[config.mk]
export PLATFORM = sky130hd
export DESIGN_NAME = motor_drive_ctrl
export DESIGN_NICKNAME = d
export VERILOG_FILES = /design/src/rtl/motor_drive_ctrl.sv
export SDC_FILE = /design/constraint.sdc
export NUM_CORES = 1
export LEC_CHECK = 0
export BUFFER_PORTS_ARGS = -buffer_cell sky130_fd_sc_hd__buf_2
export CORE_MARGIN = 10
export CORE_UTILIZATION = 57
export DETAILED_ROUTE_END_ITERATION = 7
export PLACE_DENSITY_LB_ADDON = 0.05
export SETUP_SLACK_MARGIN = 0.15
export SLEW_MARGIN = 20
export SYNTH_ARGS = -nofsm -noshare
export SYNTH_HDL_FRONTEND = slang
export SYNTH_SLANG_ARGS = --single-unit
[constraint.sdc]
create_clock -name clk -period 8.3 [get_ports clk]
set_clock_uncertainty 0.2 [all_clocks]
set_input_delay 1.245 -clock clk [delete_from_list [all_inputs] [get_ports clk]]
set_output_delay 1.245 -clock clk [all_outputs]
set_load 0.01 [all_outputs]
[src/rtl/motor_drive_ctrl.sv]
// Two-wheel line-following motor drive: synchronised sensor inputs, ramped PWM duties,
// and an obstacle handler that actively brakes, then waits for a sustained clear path.
module motor_drive_ctrl #(
    parameter int PWM_W        = 8,
    parameter int SENSE_W      = 3,
    parameter int DEADBAND     = 1,
    parameter int FULL_DUTY    = 255,
    parameter int TURN_DUTY    = 96,
    parameter int RAMP_DIV     = 1000,
    parameter int RAMP_STEP    = 8,
    parameter int BRAKE_CYCLES = 50000,
    parameter int CLEAR_CYCLES = 100000
) (
    input  logic               clk,
    input  logic               rst,
    input  logic               enable,
    input  logic [SENSE_W-1:0] induct,
    input  logic               proxim,
    output logic [3:0]         motor_in,
    output logic [1:0]         motor_en,
    output logic [1:0]         state,
    output logic [PWM_W-1:0]   duty_a,
    output logic [PWM_W-1:0]   duty_b
);

    localparam int PRE_W = (RAMP_DIV > 1) ? $clog2(RAMP_DIV) : 1;
    localparam int BRK_W = (BRAKE_CYCLES > 1) ? $clog2(BRAKE_CYCLES) : 1;
    localparam int CLR_W = (CLEAR_CYCLES > 1) ? $clog2(CLEAR_CYCLES) : 1;
    localparam int CENTRE = 2 ** (SENSE_W - 1);

    localparam logic [SENSE_W:0]   LO_TH     = (SENSE_W + 1)'(CENTRE - DEADBAND);
    localparam logic [SENSE_W:0]   HI_TH     = (SENSE_W + 1)'(CENTRE + DEADBAND);
    localparam logic [PWM_W-1:0]   FULL_D    = PWM_W'(FULL_DUTY);
    localparam logic [PWM_W-1:0]   TURN_D    = PWM_W'(TURN_DUTY);
    localparam logic [PWM_W:0]     STEP_X    = (PWM_W + 1)'(RAMP_STEP);
    localparam logic [PRE_W-1:0]   PRE_LAST  = PRE_W'(RAMP_DIV - 1);
    localparam logic [BRK_W-1:0]   BRK_LOAD  = BRK_W'(BRAKE_CYCLES - 1);
    localparam logic [CLR_W-1:0]   CLR_LAST  = CLR_W'(CLEAR_CYCLES - 1);

    typedef enum logic [1:0] {
        IDLE  = 2'd0,
        RUN   = 2'd1,
        BRAKE = 2'd2,
        HOLD  = 2'd3
    } state_t;

    state_t             r_state;
    logic               r_en_s1, r_en_s2;
    logic               r_px_s1, r_px_s2;
    logic [SENSE_W-1:0] r_ind_s1, r_ind_s2;
    logic [PWM_W-1:0]   r_pwm_cnt;
    logic [PRE_W-1:0]   r_pre;
    logic [BRK_W-1:0]   r_brk;
    logic [CLR_W-1:0]   r_clr;
    logic [PWM_W-1:0]   r_duty_a, r_duty_b;
    logic [PWM_W-1:0]   w_tgt_a, w_tgt_b;

    // One ramp step at PWM_W+1 bits so the carry/borrow shows up as saturation.
    function automatic logic [PWM_W-1:0] f_ramp(input logic [PWM_W-1:0] cur,
                                                input logic [PWM_W-1:0] tgt);
        logic [PWM_W:0] up;
        logic [PWM_W:0] dn;
        up = {1'b0, cur} + STEP_X;
        dn = {1'b0, cur} - STEP_X;
        if (cur < tgt)
            f_ramp = (up > {1'b0, tgt}) ? tgt : up[PWM_W-1:0];
        else if (cur > tgt)
            f_ramp = (dn[PWM_W] || dn < {1'b0, tgt}) ? tgt : dn[PWM_W-1:0];
        else
            f_ramp = cur;
    endfunction

    always_comb begin
        w_tgt_a = FULL_D;
        w_tgt_b = FULL_D;
        if ({1'b0, r_ind_s2} < LO_TH)
            w_tgt_a = TURN_D;
        else if ({1'b0, r_ind_s2} > HI_TH)
            w_tgt_b = TURN_D;
    end

    always_ff @(posedge clk or posedge rst) begin
        if (rst) begin
            r_state   <= IDLE;
            r_en_s1   <= 1'b0;
            r_en_s2   <= 1'b0;
            r_px_s1   <= 1'b0;
            r_px_s2   <= 1'b0;
            r_ind_s1  <= '0;
            r_ind_s2  <= '0;
            r_pwm_cnt <= '0;
            r_pre     <= '0;
            r_brk     <= '0;
            r_clr     <= '0;
            r_duty_a  <= '0;
            r_duty_b  <= '0;
        end else begin
            r_en_s1   <= enable;
            r_en_s2   <= r_en_s1;
            r_px_s1   <= proxim;
            r_px_s2   <= r_px_s1;
            r_ind_s1  <= induct;
            r_ind_s2  <= r_ind_s1;
            r_pwm_cnt <= r_pwm_cnt + 1'b1;

            case (r_state)
                IDLE: begin
                    r_duty_a <= '0;
                    r_duty_b <= '0;
                    if (!r_px_s2 && r_en_s2) begin
                        r_state <= RUN;
                        r_pre   <= '0;
                    end
                end
                RUN: begin
                    if (r_px_s2) begin
                        r_state  <= BRAKE;
                        r_brk    <= BRK_LOAD;
                        r_duty_a <= '0;
                        r_duty_b <= '0;
                    end else if (!r_en_s2) begin
                        r_state  <= IDLE;
                        r_duty_a <= '0;
                        r_duty_b <= '0;
                    end else if (r_pre == PRE_LAST) begin
                        r_pre    <= '0;
                        r_duty_a <= f_ramp(r_duty_a, w_tgt_a);
                        r_duty_b <= f_ramp(r_duty_b, w_tgt_b);
                    end else begin
                        r_pre <= r_pre + 1'b1;
                    end
                end
                BRAKE: begin
                    // Inputs are ignored until the full brake interval has elapsed.
                    if (r_brk == '0) begin
                        r_state <= r_en_s2 ? HOLD : IDLE;
                        r_clr   <= '0;
                    end else begin
                        r_brk <= r_brk - 1'b1;
                    end
                end
                HOLD: begin
                    if (r_px_s2) begin
                        r_clr <= '0;
                    end else if (!r_en_s2) begin
                        r_state <= IDLE;
                    end else if (r_clr == CLR_LAST) begin
                        r_state <= RUN;
                        r_pre   <= '0;
                        r_clr   <= '0;
                    end else begin
                        r_clr <= r_clr + 1'b1;
                    end
                end
            endcase
        end
    end

    always_comb begin
        motor_in = 4'b0000;
        motor_en = 2'b00;
        case (r_state)
            RUN: begin
                motor_in = 4'b0101;
                motor_en = {r_pwm_cnt < r_duty_a, r_pwm_cnt < r_duty_b};
            end
            BRAKE: begin
                motor_in = 4'b1111;
                motor_en = 2'b11;
            end
            default: begin
                motor_in = 4'b0000;
                motor_en = 2'b00;
            end
        endcase
    end

    assign state  = r_state;
    assign duty_a = r_duty_a;
    assign duty_b = r_duty_b;

endmodule

==> results.json, run 1 <==
{
  "final_hold_viol_count": 0,
  "grt_max_degree": 76,
  "nNetsFinal": 671,
  "dr.pass1.iters": 5,
  "p_leak_nw": 2.52,
  "start_util": 0.589,
  "ant_nets": 0,
  "yosysSeqAreaShare": 0.364,
  "post_cts_resized": 0,
  "yosysMostFrequentCell": "dfrtp_1",
  "drive_above_1_share": 0.0950,
  "max_cap_violations": 0,
  "hold_depth": 0,
  "drt_iter0_drc": 254,
  "route.detailed.drc": 0,
  "nFillCells": 794,
  "slew_viol_final": 0,
  "cp_max_fo": 16,
  "die-height_um": 115,
  "rr_worst_depth": 9,
  "period_share": 0.448,
  "grt_pass1_vias": 4153,
  "cts_made_buffers": 9,
  "wirelength_um": 11400,
  "syn2layout_area_growth_pct": 8.20,
  "rsz0062_at_grt": "false",
  "core_area_um2": 8760,
  "die_w_um": 115,
  "grtUsageTotal": 0.179,
  "crit_required_ps": 6860,
  "yosys_warnings": 0,
  "antenna_found_initial": 0,
  "synth_top_cell_area_share": 0.364,
  "synth_edf_count": 0,
  "power_density_nw_per_um2": 170,
  "port_buffers": 30,
  "yosysUniqueCellTypes": 67,
  "tritoncts": "built",
  "cts_max_level": 3,
  "drt-vias-per-instance": 6.05,
  "netlist_top_cells_count": "75 x dfrtp_1, 65 x nand2_1, 47 x ha_1, 38 x nor2_1",
  "dr_total_vias": 4414,
  "design_area_um2": 5580,
  "clkTransAtPathRegs_ps": 80,
  "syn-num-nets": 645,
  "cts_buffer_depth": 2,
  "post-dp-hpwl_um": 8340,
  "period_minus_slack_ps": 3720,
  "cts_root_buf": "clkbuf_8",
  "fmax_ghz": 0.269,
  "placed_cell_area_um2": 5370,
  "syn_area_um2": 5160,
  "rows": 34,
  "grt_overflow": 0,
  "async_flop_share": 1.00,
  "peakVddDrop_mv": 0.108,
  "routedWlPerCell_um": 15.7,
  "diodes": 0,
  "synth.avg_cell_area_um2": 8.73,
  "min_path_type": "flop to flop",
  "gp_congestion": 0.882,
  "post-route-util": 0.637,
  "die-area_um2": 13300,
  "setup_viol": 0,
  "pin_count": 31,
  "fin_worst_hold_slack_ps": 151,
  "worst_setup_path_start_kind": "flop",
  "synth.area.top_cells": "dfrtp_1 36%, ha_1 11%, nand2_1 4.7%",
  "cts_setup_buffers": 0,
  "tightest_slew_ps": 931,
  "status": "finished, final reports clean",
  "ys_ff_latch": 75,
  "cts_num_sinks": 75,
  "cts_hold_buf": 0,
  "clock_latency_ps": 360,
  "endpoint_kind": "primary output",
  "synthCells": 591,
  "crit_type": "flop to primary output",
  "cp.arrival_ps": 2270,
  "p_total_mw": 0.946,
  "grt_pass1_wl_um": 19800,
  "fin_tns_setup_ps": 0,
  "synth-main-ff-cell": "dfrtp_1",
  "yosys.area.top_type": "dfrtp_1",
  "timing.slew.headroom": 0.379
}
flip-flops by register name (all words and copies together), names as in the netlist:
signal,cells
r_clr,17
state,2
duty_b,6
r_px_s2,1
r_pwm_cnt,8
r_ind_s2,3
r_pre,10
r_brk,16
r_px_s1,1
r_en_s2,1
duty_a,6
r_en_s1,1
r_ind_s1,3
worst max-delay path, cell delays in order (launching register included):
cell and delay, ps:
dfrtp_1 450, inv_1 100, ha_1 470, inv_1 260
o31ai_1 300, a21oi_1 110, nand2_1 100, buf_2 130
routing by layer:
layer | up-vias | part of all wire | GRT usage
met5 | - | 0 | 0
met4 | 0 | 0.013 | 0.0677
met3 | 16 | 0.049 | 0.0318
met2 | 91 | 0.46 | 0.271
met1 | 2102 | 0.48 | 0.248
li1 | 2205 | - | -
cell families (layout without fill, tap and decap cells):
kind of cell               count (synthesis)  count (layout)  share of synthesized area
and+or+nand+nor                          229             229                      0.230
AOI/OAI and AO/OA                        161             161                      0.204
DFF                                       75              75                      0.364
buffers and inverters                     53              83                     0.0439
adders and majority gates                 47              47                      0.114
xor gates and xnor gates                  23              23                     0.0391
muxes                                      3               3                    0.00582
worst paths after layout:
path	start	end	slack, ps
worst max-delay path	state[1]$_DFFE_PP0P_	motor_en[1]	4580
worst min-delay path	r_ind_s1[0]$_DFF_PP0_	r_ind_s2[0]$_DFF_PP0_	150
worst max register to register	r_ind_s2[2]$_DFF_PP0_	duty_b[7]$_DFFE_PP0P_	5110
worst min register to register	r_ind_s1[0]$_DFF_PP0_	r_ind_s2[0]$_DFF_PP0_	150
max in group asynchronous	rst	duty_a[6]$_DFFE_PP0P_	6340
min in group asynchronous	rst	r_ind_s1[1]$_DFF_PP0_	980
placed cells by master, fill, tap and decap left out, types with 13 or more instances in the layout:
cell type  instances
a21oi_1           28
o31ai_1           13
dfrtp_1           75
xnor2_1           18
nand2_1           65
nand3_1           31
ha_1              47
nor2_1            38
o21ai_0           35
buf_2             30
inv_1             34
nor3_1            17
o21ai_1           19
cell type report:
cell class                 instances  area (µm²)  share of cell area
tap                              108         135              0.0242
inverter                          36         135              0.0242
clock buffer                       9         124              0.0222
sequential                        75        1880               0.336
multi-input combinational        463        3050               0.547
timing repair buffer              32         165              0.0296
clock inverter                     6        90.1              0.0161
stage by stage:
step | setup slack (ps) | std cells
final | 4580 | 729
after CTS | 4570 | 729
after global placement | 5020 | 714
after floorplan | 4950 | 591
after global routing | 4430 | 729
after detailed placement | 4980 | 714
power breakdown:
group | switching, mW | leakage (nW) | internal (mW)
clock | 0.147 | 0.106 | 0.169
combinational | 0.153 | 1.45 | 0.0703
sequential | 0.0238 | 0.960 | 0.384
No activity file was read; power rests on OpenSTA's default activity.
==> run 2: changes to the inputs <==
- clock period: 8.3 -> 3.8 ns (I/O delays scaled with it)
==> run 2 against run 1 <==
Via count increased by 2.3%. Clock-buffer cell count unchanged. Largest cell class unchanged. Highest routed layer unchanged. Non-clock buffer count rose by 3.
==> results.json, run 2 (synthesis results as in run 1) <==
{
  "status": "finished, final reports clean",
  "worstPathCellList": "inv_1 > ha_1 > nor2b_1 > nand2_1 > nor2_1 > o21ai_1 > or4_1 > o211ai_1",
  "final_cell_mix": "75 x dfrtp_1, 65 x nand2_1, 47 x ha_1",
  "drt_iter0_drc": 278,
  "rsz0062_at_grt": "false",
  "p_leak_nw": 2.53,
  "cp_max_fo": 16,
  "cts_max_level": 3,
  "grtUsageTotal": 0.183,
  "antenna_found_initial": 0,
  "final_common_cell": "dfrtp_1",
  "cpMaxStageDelayCell": "or4_1",
  "largest_reg_flops": 17,
  "endpoint_kind": "flop",
  "diodes": 0,
  "cts_buffer_depth": 2,
  "slowest_delay_ps": 530,
  "port_buffers": 30,
  "grt_overflow": 0,
  "dpl.cell_count": 717,
  "dr.pass1.iters": 6,
  "period_minus_slack_ps": 3150,
  "core_area_um2": 8760,
  "crit_required_ps": 3870,
  "post_cts_resized": 0,
  "cts_setup_buffers": 0,
  "slew_viol_final": 0,
  "die_w_um": 115,
  "final_cells": 733,
  "grt_max_degree": 44,
  "drive_above_1_share": 0.101,
  "start_util": 0.589,
  "wirelength_um": 11900,
  "rows": 34,
  "die-area_um2": 13300,
  "route.detailed.drc": 0,
  "routedWlPerCell_um": 16.2,
  "regMostFlops": "r_clr",
  "grt_pass1_wl_um": 20400,
  "power_density_nw_per_um2": 364,
  "clkTransAtPathRegs_ps": 90,
  "final_hold_viol_count": 0,
  "die-height_um": 115,
  "max_cap_violations": 0,
  "timing.slew.headroom": 0.388,
  "cts_hold_buf": 0,
  "peakVddDrop_mv": 0.222,
  "setup_viol": 0,
  "crit_type": "flop to flop",
  "fin_tns_setup_ps": 0,
  "fmax_ghz": 0.318,
  "tightest_slew_ps": 916,
  "period_share": 0.829,
  "gp_congestion": 0.930,
  "dr_total_vias": 4517,
  "nNetsFinal": 674,
  "cp.arrival_ps": 3220,
  "syn2layout_area_growth_pct": 8.49,
  "fin_worst_hold_slack_ps": 119,
  "drt-vias-per-instance": 6.16,
  "ant_nets": 0,
  "reg.largest.list": "r_clr x17, r_brk x16, r_pre x10",
  "tritoncts": "built",
  "cts_made_buffers": 9,
  "grt_pass1_vias": 4287,
  "cts_num_sinks": 75,
  "min_path_type": "primary input to flop",
  "post-dp-hpwl_um": 8800,
  "worst_setup_path_start_kind": "flop",
  "cts_root_buf": "clkbuf_8",
  "clock_latency_ps": 360,
  "pin_count": 31
}
## run 2: cell types whose count changed in the layout (fill, tap and decap cells not counted), sizes merged
cell	delta
clkinvlp	+1
buf	+3
bufinv	-1
inv	+3
clkinv	-2
## run 2: metrics by stage
stage          utilization  total power [mW]  setup WS (ps)  area [µm²]
2_1_floorplan            -              1.26           1010        5160
3_3_place_gp         0.615              1.39            717        5390
3_5_place_dp         0.615              1.40            711        5390
4_1_cts              0.638              2.06            638        5600
5_1_grt              0.638              2.17            394        5600
6_report             0.638              2.04            651        5600
## run 2: routing by layer
| metal | GRT usage | vias to the layer above | part of all wire |
|---|---|---|---|
| met5 | 0 | - | 0 |
| met3 | 0.0333 | 17 | 0.040 |
| met2 | 0.294 | 117 | 0.47 |
| met4 | 0.0602 | 0 | 0.013 |
| met1 | 0.245 | 2152 | 0.47 |
| li1 | - | 2231 | - |
## run 2: area by class of cell
class,instances,area [µm²]
fillers,759,3170
multi-input cells,463,3050
flip-flops and latches,75,1880
repair buffers,35,188
inverters,36,135
well taps,108,135
clock buffers,9,124
clock inverters,7,82.6
## run 2: worst paths after layout
kind / cells after the start / end / slack, ps / startpoint
max: 8 / duty_b[7]$_DFFE_PP0P_ / 650 / state[1]$_DFFE_PP0P_
min: 1 / r_ind_s1[1]$_DFF_PP0_ / 120 / induct[1]
max reg2reg: 8 / duty_b[7]$_DFFE_PP0P_ / 650 / state[1]$_DFFE_PP0P_
min reg2reg: 0 / r_ind_s2[0]$_DFF_PP0_ / 150 / r_ind_s1[0]$_DFF_PP0_
max in group asynchronous: 3 / r_clr[12]$_DFFE_PP0P_ / 2410 / rst
min in group asynchronous: 2 / r_ind_s1[1]$_DFF_PP0_ / 210 / rst
## run 2: report_power, final
part / leakage (nW) / internal, mW / switching, mW
Sequential: 0.960 / 0.838 / 0.0561
Clock: 0.0988 / 0.315 / 0.337
Combinational: 1.47 / 0.158 / 0.334
## run 2: critical path, delay by kind of cell (launching register included)
kind / cells / cell delay [ps]
buffers and inverters: 1 / 110
flip-flops: 1 / 460
AND/OR/NAND/NOR: 4 / 1380
adder cells (fa/ha/maj): 1 / 500
AO/OA/AOI/OAI: 2 / 400
